### src/rtl/uart_tx_pkg.sv
// Shared types and line levels for the UART transmit control stage.
package uart_tx_pkg;

    typedef enum logic [2:0] {
        IDLE   = 3'd0,
        START  = 3'd1,
        DATA   = 3'd2,
        PARITY = 3'd3,
        STOP   = 3'd4
    } tx_state_e;

    localparam logic TX_IDLE_LVL  = 1'b1;
    localparam logic TX_START_LVL = 1'b0;
    localparam logic TX_STOP_LVL  = 1'b1;

    localparam logic PAR_EVEN = 1'b0;
    localparam logic PAR_ODD  = 1'b1;

endpackage

### src/rtl/uart_tx_fsm_parity_calc.sv
// Combinational parity of one payload word; odd parity inverts the XOR reduce.
module parity_calc
    import uart_tx_pkg::*;
#(
    parameter int DATA_WIDTH = 8
) (
    input  logic [DATA_WIDTH-1:0] data_i,
    input  logic                  par_typ_i,
    output logic                  parity_o
);

    assign parity_o = (^data_i) ^ (par_typ_i == PAR_ODD);

endmodule

### src/rtl/uart_tx_fsm.sv
// UART transmit control: sequences start, data, optional parity and stop bits,
// steering an external serializer and registering the final TX line.
module uart_tx_fsm
    import uart_tx_pkg::*;
#(
    parameter int DATA_WIDTH = 8
) (
    input  logic                  CLK,
    input  logic                  RST,
    input  logic [DATA_WIDTH-1:0] P_DATA,
    input  logic                  DATA_VALID,
    input  logic                  PAR_EN,
    input  logic                  PAR_TYP,
    input  logic                  SER_DATA,
    input  logic                  SER_DONE,
    output logic                  SER_EN,
    output logic                  busy,
    output logic                  TX_OUT
);

    tx_state_e state_q;
    logic      parity_q;
    logic      par_en_q;
    logic      tx_out_q;
    logic      parity_d;
    logic      tx_line_d;

    // Parity of the byte presented at acceptance; latched below.
    parity_calc #(
        .DATA_WIDTH (DATA_WIDTH)
    ) u_parity_calc (
        .data_i    (P_DATA),
        .par_typ_i (PAR_TYP),
        .parity_o  (parity_d)
    );

    // Pre-register line mux: the level each state puts on the wire.
    always_comb begin
        // NOTE: default first so every path assigns tx_line_d and no latch is inferred.
        tx_line_d = TX_IDLE_LVL;
        unique case (state_q)
            IDLE:    tx_line_d = TX_IDLE_LVL;
            START:   tx_line_d = TX_START_LVL;
            DATA:    tx_line_d = SER_DATA;
            PARITY:  tx_line_d = parity_q;
            STOP:    tx_line_d = TX_STOP_LVL;
            default: tx_line_d = TX_IDLE_LVL;
        endcase
    end

    // Frame sequencer with acceptance latches and the registered TX line.
    always_ff @(posedge CLK or negedge RST) begin
        if (!RST) begin
            state_q  <= IDLE;
            parity_q <= 1'b0;
            par_en_q <= 1'b0;
            tx_out_q <= TX_IDLE_LVL;
        end else begin
            // NOTE: non-blocking so every register samples pre-edge values together.
            tx_out_q <= tx_line_d;
            case (state_q)
                IDLE: begin
                    if (DATA_VALID) begin
                        state_q  <= START;
                        parity_q <= parity_d;
                        par_en_q <= PAR_EN;
                    end
                end
                START: state_q <= DATA;
                DATA: begin
                    if (SER_DONE) begin
                        state_q <= par_en_q ? PARITY : STOP;
                    end
                end
                PARITY:  state_q <= STOP;
                STOP:    state_q <= IDLE;
                default: state_q <= IDLE;
            endcase
        end
    end

    // busy rises the cycle the FSM leaves IDLE so the serializer cannot reload mid-frame.
    assign busy   = (state_q != IDLE);
    // Shift in START so bit 0 is ready for the first DATA cycle; drop on SER_DONE so the
    // serializer counter clears.
    assign SER_EN = (state_q == START) | ((state_q == DATA) & ~SER_DONE);
    assign TX_OUT = tx_out_q;

endmodule

### config.mk
export PLATFORM = sky130hd
export DESIGN_NAME = uart_tx_fsm
export DESIGN_NICKNAME = d
export VERILOG_FILES = /design/src/rtl/uart_tx_pkg.sv /design/src/rtl/uart_tx_fsm_parity_calc.sv /design/src/rtl/uart_tx_fsm.sv
export SDC_FILE = /design/constraint.sdc
export NUM_CORES = 1
export LEC_CHECK = 0
export ABC_AREA = 0
export BUFFER_PORTS_ARGS = -buffer_cell sky130_fd_sc_hd__buf_2
export CAP_MARGIN = 20
export CORE_AREA = 2 2 39 41
export CTS_BUF_LIST = sky130_fd_sc_hd__clkbuf_16
export DETAILED_ROUTE_END_ITERATION = 8
export DIE_AREA = 0 0 41 43
export GPL_TIMING_DRIVEN = 0
export PLACE_DENSITY = 0.62
export SYNTH_ARGS = -nofsm -noshare
export SYNTH_HDL_FRONTEND = slang
export SYNTH_SLANG_ARGS = --single-unit
### constraint.sdc
create_clock -name CLK -period 2.9 [get_ports CLK]
set_clock_uncertainty 0.1 [all_clocks]
set_input_delay 0.145 -clock CLK [delete_from_list [all_inputs] [get_ports CLK]]
set_output_delay 0.145 -clock CLK [all_outputs]
set_load 0.005 [all_outputs]
==> impl_metrics.toml <==
[outcome]
status = "complete, no violations"

[global_route]
grt_max_degree = 10
wire_length_of_the_first_global_routing_pass_um = 1140
grt.overflow.total = 0
antenna_violations_before_repair = 0
global_route.usage.total = 0.108
first_global_vias = 291

[sta]
timing.final.crit_period_ns = 1.48
min_period_over_period = 0.509
fin_tns_setup_ns = 0
max-slew-margin-rel = 0.781
timing_worst_slew_pin_value_ns = 0.329
final_hold_viol_count = 0
max_clock_freq_mhz = 678
unrepaired_setup_endpoints_after_global_routing = "false"
timing_max_transition_violations_final = 0
finalSetupViolations = 0

[floorplan]
die_area_um2 = 1760
die_span_y_um = 43
number_of_rows_in_the_core_area = 14
placeableCoreArea_um2 = 1380
die_x_um = 41
io-pin-count = 18
initial_cell_density_of_the_core = 0.266

[clock_tree]
cts.clk_slew.worst_paths_ns = 0.04
cts_post_setup_buffers_inserted = 0
cts_root_buf = "sky130_fd_sc_hd__clkbuf_16"
numCtsBuffers = 3
clock_tree_from_tritoncts = "done"
cts_max_path_buffers = 2
cts_resized = 0
clock_latency_at_the_later_pin_of_the_worst_skew_pair_ns = 0.23
h_tree_level_count = 1
cts.sink_count = 6

[worst_setup_path]
crit_type = "reg -> out"
cp.arrival_ns = 1.23
critical_path.max_fanout = 9
endpoint_type_of_the_worst_setup_path = "output pin"
crit_required_ns = 2.65
worstSetupStartpointType = "flip-flop"

[detailed_routing]
vias = 324
drcViolationCount = 0
routed_wl_um = 687
firstDrtPassIters = 3
route.detailed.wl_per_inst_um = 9.41
detail-route-antenna-nets = 0
vias_per_cell = 4.44
initialDrtViolationCount = 3

[placed_design]
globalplace.congestion = 0.622
place_hpwl_um = 525
port_buffers = 17

[synthesis]
postSynthNetCount = 50
synth_seq_cells = 6
dominantRegCellSynth = "sky130_fd_sc_hd__dfrtp_1"
synthesis.area_per_instance_um2 = 10.5
synth_warnings = 0
seq_area_frac_synth = 0.412
synth_edf_count = 0
synth-async-reset-ratio = 1.00
synthCells = 35
synth_cell_area_um2 = 368
synth.lib_cells_used.distinct = 18

[pwr]
pwr_density_cell_nw_per_um2 = 1000
total_leakage_power_nw = 0.281
vdd_drop_max_uv = 320

[finish]
ant_diodes = 0
area_delta_synth_final_pct = 52.7
fillerInstances = 144
finished_core_util = 0.406
drive_above_1_share = 0.421
nets = 73

[flow_run]
cap_violations = 0

[worst_hold_path]
min_path_type = "in -> reg"
[worst max-delay path, cell delays in order (launching register included)]
cell	delay, ns
sky130_fd_sc_hd__dfrtp_1	0.35
sky130_fd_sc_hd__clkbuf_1	0.19
sky130_fd_sc_hd__nand2b_1	0.21
sky130_fd_sc_hd__a21oi_1	0.13
sky130_fd_sc_hd__buf_2	0.12
[final timing paths]
check / cells past startpoint / to / slack, ns / from
setup / recovery: 4 / SER_EN / 1.42 / state_q[1]
max in group asynchronous: 2 / TX_OUT / 2.32 / RST
hold / removal: 2 / par_en_q / 0.03 / PAR_EN
setup reg to reg: 4 / par_en_q / 1.43 / state_q[1]
min in group asynchronous: 2 / par_en_q / 0.16 / RST
hold reg to reg: 1 / parity_q / 0.40 / parity_q
[flip-flops by register name, indices dropped and copies added (netlist names)]
name	cells
TX_OUT	1
parity_q	1
par_en_q	1
state_q	3
[per-layer routing]
layer  global-route usage  share of wire
met5                    0              0
met4                0.120          0.042
met3               0.0628           0.10
met2                0.150           0.50
met1               0.0960           0.36
[what timing repair did]
item | 4_1_cts | 5_1_grt
endpoints found under the hold margin | 6 | 0
endpoints found under the setup margin | 0 | 0
hold buffers | 1 | 0
[logic make-up after synthesis]
group,Yosys count,synth area share
and+or+nand+nor,9,0.133
xor gates and xnor gates,7,0.245
AOI/OAI and AO/OA,6,0.0987
DFF,6,0.412
buffers and inverters,5,0.0510
muxes,2,0.0612
[metrics by stage]
stage	worst slack [ns]	cell area [um^2]	cells	hold WS (ns)	total power, mW
2_1_floorplan	1.55	368	35	-0.251	0.276
3_3_place_gp	1.45	473	68	-0.128	0.332
3_5_place_dp	1.43	473	68	-0.126	0.336
4_1_cts	1.42	562	73	0.0363	0.573
5_1_grt	1.31	562	73	0.0437	0.605
6_report	1.42	562	73	0.0324	0.564
[report_power, final]
group	total, mW	switching (mW)	internal [mW]
sequential	0.157	0.0298	0.128
clock	0.229	0.0499	0.179
combinational	0.178	0.0812	0.0970
[synthesized netlist by cell type, drive strengths merged, types with 2 or more instances]
cell | count | area (um^2)
nand2b | 3 | 18.8
a21oi | 4 | 20.0
xnor2 | 5 | 58.8
nand3 | 2 | 10.0
mux2 | 2 | 22.5
nor3 | 2 | 10.0
inv | 4 | 15.0
dfrtp | 5 | 125
[cells in the final DEF, fill, tap and decap left out, types with 2 or more instances in the layout]
| cell | synthesis | routed |
|---|---|---|
| sky130_fd_sc_hd__a21oi_1 | 4 | 4 |
| sky130_fd_sc_hd__buf_2 | 0 | 17 |
| sky130_fd_sc_hd__clkbuf_16 | 0 | 3 |
| sky130_fd_sc_hd__dfrtp_1 | 5 | 5 |
| sky130_fd_sc_hd__inv_1 | 4 | 5 |
| sky130_fd_sc_hd__nand2b_1 | 3 | 3 |
| sky130_fd_sc_hd__nand3_1 | 2 | 2 |
| sky130_fd_sc_hd__nor3_1 | 2 | 2 |
| sky130_fd_sc_hd__xnor2_1 | 3 | 3 |
| sky130_fd_sc_hd__xnor2_2 | 2 | 2 |
[layout make-up]
type | instances | area, um^2 | area share
Sequential cell | 6 | 151 | 0.269
Clock buffer | 3 | 75.1 | 0.134
Clock inverter | 1 | 3.75 | 0.00668
Timing Repair Buffer | 18 | 95.1 | 0.169
Buffer | 1 | 3.75 | 0.00668
Multi-Input combinational cell | 24 | 198 | 0.352
Inverter | 4 | 15.0 | 0.0267
Tap cell | 16 | 20.0 | 0.0356
(Power assumes the default switching activity.)
